--- src/rtl/scan_ctrl.sv ---
// rtl/scan_ctrl.sv - scan chain load/capture/unload sequencer (optional compare: SCAN_CTRL_CMP_EN)
module scan_ctrl #(
    parameter int CHAIN_LEN = 3
) (
    input  logic       clk,
    input  logic       rst,
    input  logic       start,
    input  logic [7:0] pattern,
    input  logic [7:0] expected,
    input  logic       SDO,
    output logic       m,
    output logic       SDI,
    output logic       busy,
    output logic       done,
    output logic [7:0] captured,
    output logic       pass
);

    typedef enum logic [2:0] {
        IDLE,
        SHIFT_IN,
        CAPTURE,
        SHIFT_OUT,
        DONE
    } state_t;

    // Counter value of the final cycle of a shift phase.
    localparam logic [2:0] LAST_BIT = 3'(CHAIN_LEN - 1);
    // Keeps captured bits above the chain length at zero.
    localparam logic [7:0] CAP_MASK = 8'((9'd1 << CHAIN_LEN) - 9'd1);

    state_t                 state;
    state_t                 state_nx;
    logic [2:0]             cnt;
    logic [2:0]             cnt_nx;
    logic [CHAIN_LEN-1:0]   pat_sh;
    logic [CHAIN_LEN-1:0]   pat_nx;
    logic [CHAIN_LEN-1:0]   pat_shl;
    logic [7:0]             cap_nx;
    logic                   m_nx;
    logic                   sdi_nx;
    logic                   done_nx;
    logic                   pass_upd;
    logic                   pass_clr;

    // Pattern and compare bits above the chain length are don't-care.
    logic unused_inputs;
    assign unused_inputs = ^{pattern, expected};

    // Pattern bit that goes out on SDI next cycle, MSB first.
    assign pat_shl = pat_sh << 1;

    // Next-state decode; outputs are computed for the next state so the registers line up with it.
    always_comb begin
        state_nx = state;
        cnt_nx   = cnt;
        pat_nx   = pat_sh;
        cap_nx   = captured;
        m_nx     = 1'b0;
        sdi_nx   = 1'b0;
        done_nx  = 1'b0;
        pass_upd = 1'b0;
        pass_clr = 1'b0;
        case (state)
            IDLE: begin
                if (start) begin
                    state_nx = SHIFT_IN;
                    cnt_nx   = 3'd0;
                    pat_nx   = pattern[CHAIN_LEN-1:0];
                    cap_nx   = 8'd0;
                    pass_clr = 1'b1;
                    m_nx     = 1'b1;
                    sdi_nx   = pattern[CHAIN_LEN-1];
                end
            end
            SHIFT_IN: begin
                if (cnt == LAST_BIT) begin
                    state_nx = CAPTURE;
                    cnt_nx   = 3'd0;
                end else begin
                    cnt_nx = cnt + 3'd1;
                    pat_nx = pat_shl;
                    m_nx   = 1'b1;
                    sdi_nx = pat_shl[CHAIN_LEN-1];
                end
            end
            CAPTURE: begin
                state_nx = SHIFT_OUT;
                cnt_nx   = 3'd0;
                m_nx     = 1'b1;
            end
            SHIFT_OUT: begin
                // First sample migrates up to captured[CHAIN_LEN-1].
                cap_nx = {captured[6:0], SDO} & CAP_MASK;
                if (cnt == LAST_BIT) begin
                    state_nx = DONE;
                    cnt_nx   = 3'd0;
                    done_nx  = 1'b1;
                    pass_upd = 1'b1;
                end else begin
                    cnt_nx = cnt + 3'd1;
                    m_nx   = 1'b1;
                end
            end
            DONE: begin
                state_nx = IDLE;
            end
            default: begin
                state_nx = IDLE;
                cnt_nx   = 3'd0;
            end
        endcase
    end

    // State, counter, shift data and registered outputs.
    always_ff @(posedge clk or posedge rst) begin
        if (rst) begin
            state    <= IDLE;
            cnt      <= 3'd0;
            pat_sh   <= '0;
            captured <= 8'd0;
            m        <= 1'b0;
            SDI      <= 1'b0;
            busy     <= 1'b0;
            done     <= 1'b0;
        end else begin
            state    <= state_nx;
            cnt      <= cnt_nx;
            pat_sh   <= pat_nx;
            captured <= cap_nx;
            m        <= m_nx;
            SDI      <= sdi_nx;
            busy     <= (state_nx != IDLE);
            done     <= done_nx;
        end
    end

`ifdef SCAN_CTRL_CMP_EN
    logic pass_q;

    // Compare result uses the value captured on the final unload edge.
    always_ff @(posedge clk or posedge rst) begin
        if (rst) begin
            pass_q <= 1'b0;
        end else if (pass_clr) begin
            pass_q <= 1'b0;
        end else if (pass_upd) begin
            pass_q <= (cap_nx[CHAIN_LEN-1:0] == expected[CHAIN_LEN-1:0]);
        end
    end

    assign pass = pass_q;
`else
    logic unused_cmp;
    assign unused_cmp = pass_upd ^ pass_clr;
    assign pass       = 1'b0;
`endif

endmodule

--- config.mk ---
export PLATFORM = sky130hd
export DESIGN_NAME = scan_ctrl
export DESIGN_NICKNAME = d
export VERILOG_FILES = /design/src/rtl/scan_ctrl.sv
export SDC_FILE = /design/constraint.sdc
export NUM_CORES = 1
export LEC_CHECK = 0
export CAP_MARGIN = 25
export CORE_MARGIN = 3
export CORE_UTILIZATION = 43
export CTS_BUF_LIST = sky130_fd_sc_hd__clkbuf_16
export DETAILED_ROUTE_END_ITERATION = 8
export GPL_ROUTABILITY_DRIVEN = 0
export PLACE_DENSITY = 0.82
export SLEW_MARGIN = 10
export SYNTH_ARGS = -nofsm -noshare
export SYNTH_HDL_FRONTEND = slang
export SYNTH_SLANG_ARGS = --single-unit
--- constraint.sdc ---
create_clock -name clk -period 3.2 [get_ports clk]
set_input_delay 0.96 -clock clk [delete_from_list [all_inputs] [get_ports clk]]
set_output_delay 0.96 -clock clk [all_outputs]
set_load 0.01 [all_outputs]
==> results.sh, run 1 <==
export IMPL_cts_tree="done"
export IMPL_cap_violations=0
export IMPL_path_buf_inv=1
export IMPL_cts_root_buffer="clkbuf_16"
export IMPL_p_int_mw=0.623
export IMPL_hold_violations=0
export IMPL_crit_cells=1
export IMPL_worstPathRequired_ns=2.24
export IMPL_dieHeight_um=47.4
export IMPL_post_route_drc_count=0
export IMPL_fp_dieArea_um2=2250
export IMPL_tightest_slew_ns=0.560
export IMPL_cts_setup_buffers=0
export IMPL_clock_power_share_pct=25.7
export IMPL_synth_avg_cell_area_um2=11.0
export IMPL_worst_path_max_delay_cell="clkdlybuf4s50_1"
export IMPL_overflow=0
export IMPL_slew_headroom_pct=62.6
export IMPL_hold_class="reg -> reg"
export IMPL_synth_compound_area_share_pct=14.4
export IMPL_antenna_found_initial=0
export IMPL_htreeDepth=1
export IMPL_syn_area_um2=737
export IMPL_wl_per_cell_um=12.7
export IMPL_synth_cell_types=29
export IMPL_ctsResizeCount=0
export IMPL_ys_warnings_count=0
export IMPL_ir_drop_mv=0.414
export IMPL_yosys_area_share_simple_pct=22.6
export IMPL_firstDrtPassIters=4
export IMPL_crit_arrival_ns=1.15
export IMPL_power_switching_mw=0.291
export IMPL_synth_area_mux_share_pct=1.36
export IMPL_io_pins=33
export IMPL_power_density_nw_per_um2=983
export IMPL_port_buffers=13
export IMPL_timing_rr_end="pat_sh[1]$_DFFE_PP0P_"
export IMPL_hpwl_um=898
export IMPL_r2r_slack_ns=1.71
export IMPL_drt_iter0_markers=6
export IMPL_cts_sinks=15
export IMPL_drive_gt1_share_pct=9.88
export IMPL_die_x_um=47.4
export IMPL_grt_max_degree=16
export IMPL_layout_nets=102
export IMPL_area_delta_synth_final_pct=26.1
export IMPL_cpPeakStageDelay_ns=0.55
export IMPL_routed_wl_um=1240
export IMPL_rsz0062_at_grt="false"
export IMPL_final_min_period_over_clock_period_pct=66.1
export IMPL_synthXorXnorAreaFrac_pct=1.19
export IMPL_holdWs_ns=0.503
export IMPL_comb_power_share_pct=36.5
export IMPL_numCtsBuffers=3
export IMPL_grt_use_total_pct=13.9
export IMPL_clk_transition_reported_paths_ns=0.05
export IMPL_crit_chain="clkdlybuf4s50_1"
export IMPL_final_cell_mix="dfrtp_1 (15), clkdlybuf4s50_1 (13), conb_1 (6), nand2_1 (5)"
export IMPL_crit_type="reg -> out"
export IMPL_period_needed_ns=2.11
export IMPL_clkLatencyLatePin_ns=0.24
export IMPL_grt_pass1_vias=492
export IMPL_hold_buffers=0
export IMPL_fmax_mhz=473
export IMPL_grt_pass1_wl_um=2100
export IMPL_start_util_pct=47.3
export IMPL_synth_seq_cells=15
export IMPL_totalNegativeSetupSlack_ns=0
export IMPL_p_leak_nw=0.412
export IMPL_r2r_start="state[2]$_DFF_PP0_"
export IMPL_synth_top_family_by_area="simple AND/OR/NAND/NOR gates"
export IMPL_endpoint="captured[0]"
export IMPL_core_area_um2=1560
export IMPL_crit_start="captured[0]$_DFFE_PP0P_"
export IMPL_cp_start_kind="flop"
export IMPL_setup_viol=0
export IMPL_switching_share_pct=31.8
export IMPL_synthAdderAreaFrac_pct=0
export IMPL_synth_cells=67
export IMPL_worstPathMaxFanout=3
export IMPL_vias=514
export IMPL_crit_family="buffers and inverters"
export IMPL_row_count=14
export IMPL_r2r_cells=3
export IMPL_vias_per_cell=5.30
export IMPL_fin_skew_ns=0.00265
export IMPL_seqPwrFrac_pct=37.8
export IMPL_drv_slew=0
export IMPL_endpoint_kind="output port"
export IMPL_status="completed"
export IMPL_diodes=0
export IMPL_antenna_left=0
export IMPL_ys_seq_area_share_pct=50.9
export IMPL_clock_path_buffers=2
export IMPL_num_fill_cells=118
export IMPL_layout_commonest_cell="dfrtp_1"
-- state kept, by name, indices dropped and copies added, names as in the netlist --
| register | cells |
|---|---|
| m | 1 |
| SDI | 1 |
| captured | 3 |
| done | 1 |
| pat_sh | 2 |
| cnt | 3 |
| state | 3 |
| busy | 1 |
-- metal layers --
metal  track usage [%]  part of all wire (%)  up-vias
met3              4.98                   4.5        2
li1                  -                     -      260
met4              6.63                   1.8        0
met2              20.1                    45       14
met5                 0                     0        -
met1              18.4                    49      238
-- worst min-delay path by stage --
stage | startpoint | endpoint | depth (start not counted) | slack, ns
2_1_floorplan | pat_sh[1]$_DFFE_PP0P_ | SDI$_DFF_PP0_ | 1 | 0.47
4_1_cts | captured[2]$_DFFE_PP0P_ | captured[2]$_DFFE_PP0P_ | 1 | 0.51
3_5_place_dp | captured[2]$_DFFE_PP0P_ | captured[2]$_DFFE_PP0P_ | 1 | 0.50
5_1_grt | pat_sh[1]$_DFFE_PP0P_ | SDI$_DFF_PP0_ | 1 | 0.55
3_3_place_gp | pat_sh[1]$_DFFE_PP0P_ | SDI$_DFF_PP0_ | 1 | 0.49
6_report | captured[2]$_DFFE_PP0P_ | captured[2]$_DFFE_PP0P_ | 1 | 0.50
-- area by class of cell --
cell class / instances / area (um^2) / area share, %
repair buffers: 13 / 130 / 14.0
multi-input cells: 46 / 314 / 33.8
clock inverters: 1 / 3.75 / 0.404
well taps: 16 / 20.0 / 2.15
inverters: 3 / 11.3 / 1.21
flip-flops and latches: 15 / 375 / 40.4
clock buffers: 3 / 75.1 / 8.08
-- synth_stat cells --
cell type	count	area share (%)
dfrtp_1	15	51
buf_4	6	6.1
nand2_1	5	2.5
nor3_1	4	2.7
a2bb2oi_1	3	3.6
inv_1	3	1.5
nand2b_1	3	2.5
nor2_1	3	1.5
o22a_1	3	3.6
and3_1	2	1.7
buf_2	2	1.4
a22o_1	1	1.2
a22oi_1	1	1.0
a32oi_1	1	1.2
and2_1	1	0.85
and4bb_2	1	1.7
conb_1	1	0.51
mux2i_1	1	1.4
nand2b_2	1	1.2
nand3_1	1	0.68
nor2b_2	1	1.2
nor3b_2	1	1.7
nor4b_4	1	3.2
o21ai_0	1	0.68
o22ai_1	1	0.85
o311a_1	1	1.4
o31ai_1	1	1.0
or4_1	1	1.0
xnor2_1	1	1.2
-- through the flow --
step / instances / worst slack [ns] / util (%) / cell area (um^2) / power (mW)
after detailed placement: 93 / 0.953 / 54.6 / 851 / 0.681
after floorplan: 72 / 1.68 / - / 756 / 0.572
after CTS: 97 / 1.08 / 59.6 / 930 / 0.921
after global placement: 93 / 0.980 / 54.6 / 851 / 0.670
after global routing: 97 / 1.03 / 59.6 / 930 / 0.983
final: 97 / 1.09 / 59.6 / 930 / 0.914
-- logic make-up (layout without fill, tap and decap cells) --
kind of cell / after synthesis / in the layout
compound gates: 13 / 13
xor+xnor: 1 / 1
flops: 15 / 15
mux: 1 / 1
buf+inv: 11 / 20
other cells: 1 / 6
simple gates: 25 / 25
-- power groups by stage --
stage               sequential [mW]  clock (mW)  combinational (mW)
detailed placement            0.348           0               0.332
global placement              0.345           0               0.324
CTS                           0.345       0.240               0.335
global route                  0.360       0.251               0.372
finish                        0.345       0.235               0.334
floorplan                     0.331           0               0.241
Power figures use the tool's default switching activity.
==> inputs of run 2 (changes only) <==
- CORE_UTILIZATION: 43 -> 36
- PLACE_DENSITY: 0.82 -> 0.73
- clock period: 3.2 -> 1.85 ns (I/O delays scaled with it)
==> results.sh, run 2 (synthesized netlist as in run 1, its figures left out) <==
export IMPL_post_route_util_pct=52.9
export IMPL_cp_start_kind="flop"
export IMPL_fp_dieArea_um2=2630
export IMPL_totalNegativeSetupSlack_ns=0
export IMPL_r2r_start="state[0]$_DFF_PP0_"
export IMPL_cts_root_buffer="clkbuf_16"
export IMPL_area_delta_synth_final_pct=30.7
export IMPL_period_needed_ns=1.71
export IMPL_r2r_cells=3
export IMPL_row_count=15
export IMPL_place_area_um2=885
export IMPL_antenna_found_initial=0
export IMPL_diodes=0
export IMPL_cts_sinks=15
export IMPL_holdPathStages=1
export IMPL_holdWs_ns=0.509
export IMPL_endpoint_kind="output port"
export IMPL_placedCellCount=105
export IMPL_grt_max_degree=16
export IMPL_firstDrtPassIters=4
export IMPL_fin_skew_ns=0.00343
export IMPL_power_density_nw_per_um2=1650
export IMPL_cts_setup_buffers=0
export IMPL_cts_tree="done"
export IMPL_grt_pass1_wl_um=2310
export IMPL_worstPathRequired_ns=1.29
export IMPL_die_x_um=51.2
export IMPL_clock_path_buffers=2
export IMPL_grt_pass1_vias=520
export IMPL_antenna_left=0
export IMPL_place_ws_ns=0.131
export IMPL_fmax_mhz=586
export IMPL_hold_class="reg -> reg"
export IMPL_crit_type="reg -> out"
export IMPL_vias_per_cell=4.82
export IMPL_drt_iter0_markers=13
export IMPL_worstPathMaxFanout=3
export IMPL_status="completed"
export IMPL_vias=525
export IMPL_clkLatencyLatePin_ns=0.24
export IMPL_start_util_pct=40.5
export IMPL_path_buf_inv=1
export IMPL_htreeDepth=1
export IMPL_final_min_period_over_clock_period_pct=92.3
export IMPL_timing_rr_end="pat_sh[1]$_DFFE_PP0P_"
export IMPL_num_fill_cells=164
export IMPL_drv_slew=0
export IMPL_seqCellArea_um2=375
export IMPL_overflow=0
export IMPL_hold_start="captured[2]$_DFFE_PP0P_"
export IMPL_routed_wl_um=1260
export IMPL_hold_buffers=0
export IMPL_port_buffers=13
export IMPL_layout_nets=105
export IMPL_post_route_drc_count=0
export IMPL_drive_gt1_share_pct=13.1
export IMPL_worst_path_max_delay_cell="clkdlybuf4s50_1"
export IMPL_setup_viol=0
export IMPL_holdPathEnd="captured[2]$_DFFE_PP0P_"
export IMPL_hold_violations=0
export IMPL_crit_arrival_ns=1.15
export IMPL_final_cell_mix="dfrtp_1 (15), clkdlybuf4s50_1 (13), conb_1 (6), nand2_1 (5)"
export IMPL_rsz0062_at_grt="false"
export IMPL_multi_input_area_um2=314
export IMPL_hpwl_um=949
export IMPL_final_area_um2=963
export IMPL_core_area_um2=1820
export IMPL_dieHeight_um=51.2
export IMPL_r2r_slack_ns=0.53
export IMPL_crit_family="buffers and inverters"
export IMPL_ir_drop_mv=0.826
export IMPL_finalNonFillerCells=109
export IMPL_top_regs="captured: 3 flops, cnt: 3 flops, state: 3 flops"
export IMPL_ctsResizeCount=0
export IMPL_grt_use_total_pct=12.4
export IMPL_worst_slack_ns=0.142
export IMPL_io_pins=33
export IMPL_numCtsBuffers=3
export IMPL_p_leak_nw=0.427
export IMPL_cpPeakStageDelay_ns=0.55
export IMPL_layout_commonest_cell="dfrtp_1"
export IMPL_power_total_mw=1.59
export IMPL_cap_violations=0
export IMPL_crit_chain="clkdlybuf4s50_1"
export IMPL_clk_transition_reported_paths_ns=0.05
export IMPL_wl_per_cell_um=11.6
run 2: cell count changes in the layout (fill, tap and decap cells not counted):
| cell | before | now |
|---|---|---|
| buf_4 | 0 | 3 |
run 2: worst max-delay path by stage:
| stage | from | end | slack (ns) | cells after the start |
|---|---|---|---|---|
| after floorplan | state[1]$_DFF_PP0_ | pat_sh[1]$_DFFE_PP0P_ | 0.61 | 3 |
| final | captured[1]$_DFFE_PP0P_ | captured[1] | 0.14 | 1 |
| after CTS | captured[1]$_DFFE_PP0P_ | captured[1] | 0.13 | 1 |
| after global placement | start | pat_sh[0]$_DFFE_PP0P_ | 0.15 | 4 |
| after detailed placement | start | pat_sh[0]$_DFFE_PP0P_ | 0.13 | 4 |
| after global routing | captured[1]$_DFFE_PP0P_ | captured[1] | 0.1 | 1 |
run 2: where the power goes:
group / switching (mW) / leakage (nW) / internal [mW] / total [mW]
clock: 0.123 / 0.0423 / 0.285 / 0.408
combinational: 0.252 / 0.205 / 0.342 / 0.595
sequential: 0.126 / 0.180 / 0.459 / 0.585
run 2: layout make-up:
type | count | area share (%)
flip-flops and latches | 15 | 39.0
multi-input cells | 46 | 32.6
repair buffers | 16 | 15.8
clock buffers | 3 | 7.79
well taps | 25 | 3.25
inverters | 3 | 1.17
clock inverters | 1 | 0.390
run 2: layer usage:
metal	global-route usage [%]	part of all wire (%)	vias up
met1	13.1	42	244
met5	0	0	-
met4	9.61	3.6	0
met2	19.3	47	15
met3	5.25	6.8	4
li1	-	-	262
==> inputs of run 3 (changes only) <==
- CORE_MARGIN: 3 -> 2
==> results.sh, run 3 (synthesized netlist as in run 1, its figures left out) <==
export IMPL_status="completed"
export IMPL_post_route_util_pct=49.4
export IMPL_final_min_period_over_clock_period_pct=92.1
export IMPL_final_cell_mix="dfrtp_1 (15), clkdlybuf4s50_1 (13), conb_1 (6), nand2_1 (5)"
export IMPL_antenna_found_initial=0
export IMPL_crit_chain="clkdlybuf4s50_1"
export IMPL_tightest_slew_ns=0.539
export IMPL_area_delta_synth_final_pct=30.1
export IMPL_ir_drop_mv=0.698
export IMPL_r2r_cells=3
export IMPL_grt_max_degree=16
export IMPL_core_area_um2=1940
export IMPL_setup_viol=0
export IMPL_diodes=0
export IMPL_worst_slack_ns=0.147
export IMPL_multi_input_area_um2=314
export IMPL_drive_gt1_share_pct=12.0
export IMPL_final_area_um2=958
export IMPL_grt_pass1_vias=504
export IMPL_worst_path_max_delay_cell="clkdlybuf4s50_1"
export IMPL_p_leak_nw=0.422
export IMPL_antenna_left=0
export IMPL_drt_iter0_markers=8
export IMPL_hpwl_um=952
export IMPL_overflow=0
export IMPL_crit_arrival_ns=1.15
export IMPL_cpPeakStageDelay_ns=0.55
export IMPL_crit_type="reg -> out"
export IMPL_hold_violations=0
export IMPL_top_regs="captured: 3 flops, cnt: 3 flops, state: 3 flops"
export IMPL_grt_pass1_wl_um=2150
export IMPL_holdPathEnd="SDI$_DFF_PP0_"
export IMPL_finalNonFillerCells=110
export IMPL_hold_start="pat_sh[1]$_DFFE_PP0P_"
export IMPL_path_buf_inv=1
export IMPL_routed_wl_um=1280
export IMPL_r2r_start="cnt[0]$_DFFE_PP0P_"
export IMPL_period_needed_ns=1.70
export IMPL_hold_class="reg -> reg"
export IMPL_timing_rr_end="pat_sh[1]$_DFFE_PP0P_"
export IMPL_holdPathStages=1
export IMPL_endpoint_kind="output port"
export IMPL_start_util_pct=38.0
export IMPL_wl_per_cell_um=11.6
export IMPL_clkLatencyLatePin_ns=0.24
export IMPL_clk_transition_reported_paths_ns=0.04
export IMPL_fin_skew_ns=0.000771
export IMPL_layout_nets=104
export IMPL_grt_use_total_pct=12.0
export IMPL_power_density_nw_per_um2=1660
export IMPL_power_total_mw=1.59
export IMPL_num_fill_cells=183
export IMPL_clock_path_buffers=2
export IMPL_r2r_slack_ns=0.51
export IMPL_cts_root_buffer="clkbuf_16"
export IMPL_vias_per_cell=4.81
export IMPL_port_buffers=13
export IMPL_fp_dieArea_um2=2430
export IMPL_layout_commonest_cell="dfrtp_1"
export IMPL_die_x_um=49.2
export IMPL_cap_violations=0
export IMPL_crit_family="buffers and inverters"
export IMPL_numCtsBuffers=3
export IMPL_cts_setup_buffers=0
export IMPL_place_ws_ns=0.119
export IMPL_io_pins=33
export IMPL_drv_slew=0
export IMPL_totalNegativeSetupSlack_ns=0
export IMPL_ctsResizeCount=0
export IMPL_cts_sinks=15
export IMPL_htreeDepth=1
export IMPL_seqCellArea_um2=375
export IMPL_placedCellCount=106
export IMPL_vias=529
export IMPL_worstPathMaxFanout=3
export IMPL_hold_buffers=0
export IMPL_rsz0062_at_grt="false"
export IMPL_place_area_um2=880
export IMPL_cp_start_kind="flop"
export IMPL_slew_headroom_pct=64.0
export IMPL_post_route_drc_count=0
export IMPL_fmax_mhz=587
export IMPL_holdWs_ns=0.518
export IMPL_dieHeight_um=49.2
export IMPL_worstPathRequired_ns=1.29
export IMPL_cts_tree="done"
export IMPL_firstDrtPassIters=4
export IMPL_row_count=16
-- run 3: cell types whose count changed in the layout (fill, tap and decap cells not counted) --
cell / before / now
buf_4: 3 / 2
-- run 3: layout make-up --
type                            instances  area share (%)
Clock buffer                            3            7.83
Clock inverter                          1           0.392
Inverter                                3            1.17
Timing Repair Buffer                   15            15.1
Tap cell                               27            3.52
Multi-Input combinational cell         46            32.8
Sequential cell                        15            39.2
-- run 3: power breakdown --
group	total, mW	switching (mW)	internal, mW	leakage [nW]
Sequential	0.588	0.128	0.459	0.180
Clock	0.403	0.118	0.285	0.0423
Combinational	0.599	0.259	0.341	0.200
-- run 3: how the worst max path moves through the flow --
stage	start	end	slack, ns	cells after the start
floorplan	state[1]$_DFF_PP0_	pat_sh[1]$_DFFE_PP0P_	0.61	3
global placement	start	pat_sh[0]$_DFFE_PP0P_	0.15	4
detailed placement	start	pat_sh[1]$_DFFE_PP0P_	0.12	4
CTS	captured[1]$_DFFE_PP0P_	captured[1]	0.14	1
global route	captured[0]$_DFFE_PP0P_	captured[0]	0.11	1
finish	captured[1]$_DFFE_PP0P_	captured[1]	0.15	1
-- run 3: layer usage --
layer | GRT usage, % | vias to the layer above | wire, um
li1 | - | 260 | -
met1 | 13.8 | 252 | 582
met2 | 17.8 | 12 | 585
met3 | 3.07 | 5 | 59
met4 | 11.4 | 0 | 53
met5 | 0 | - | 0
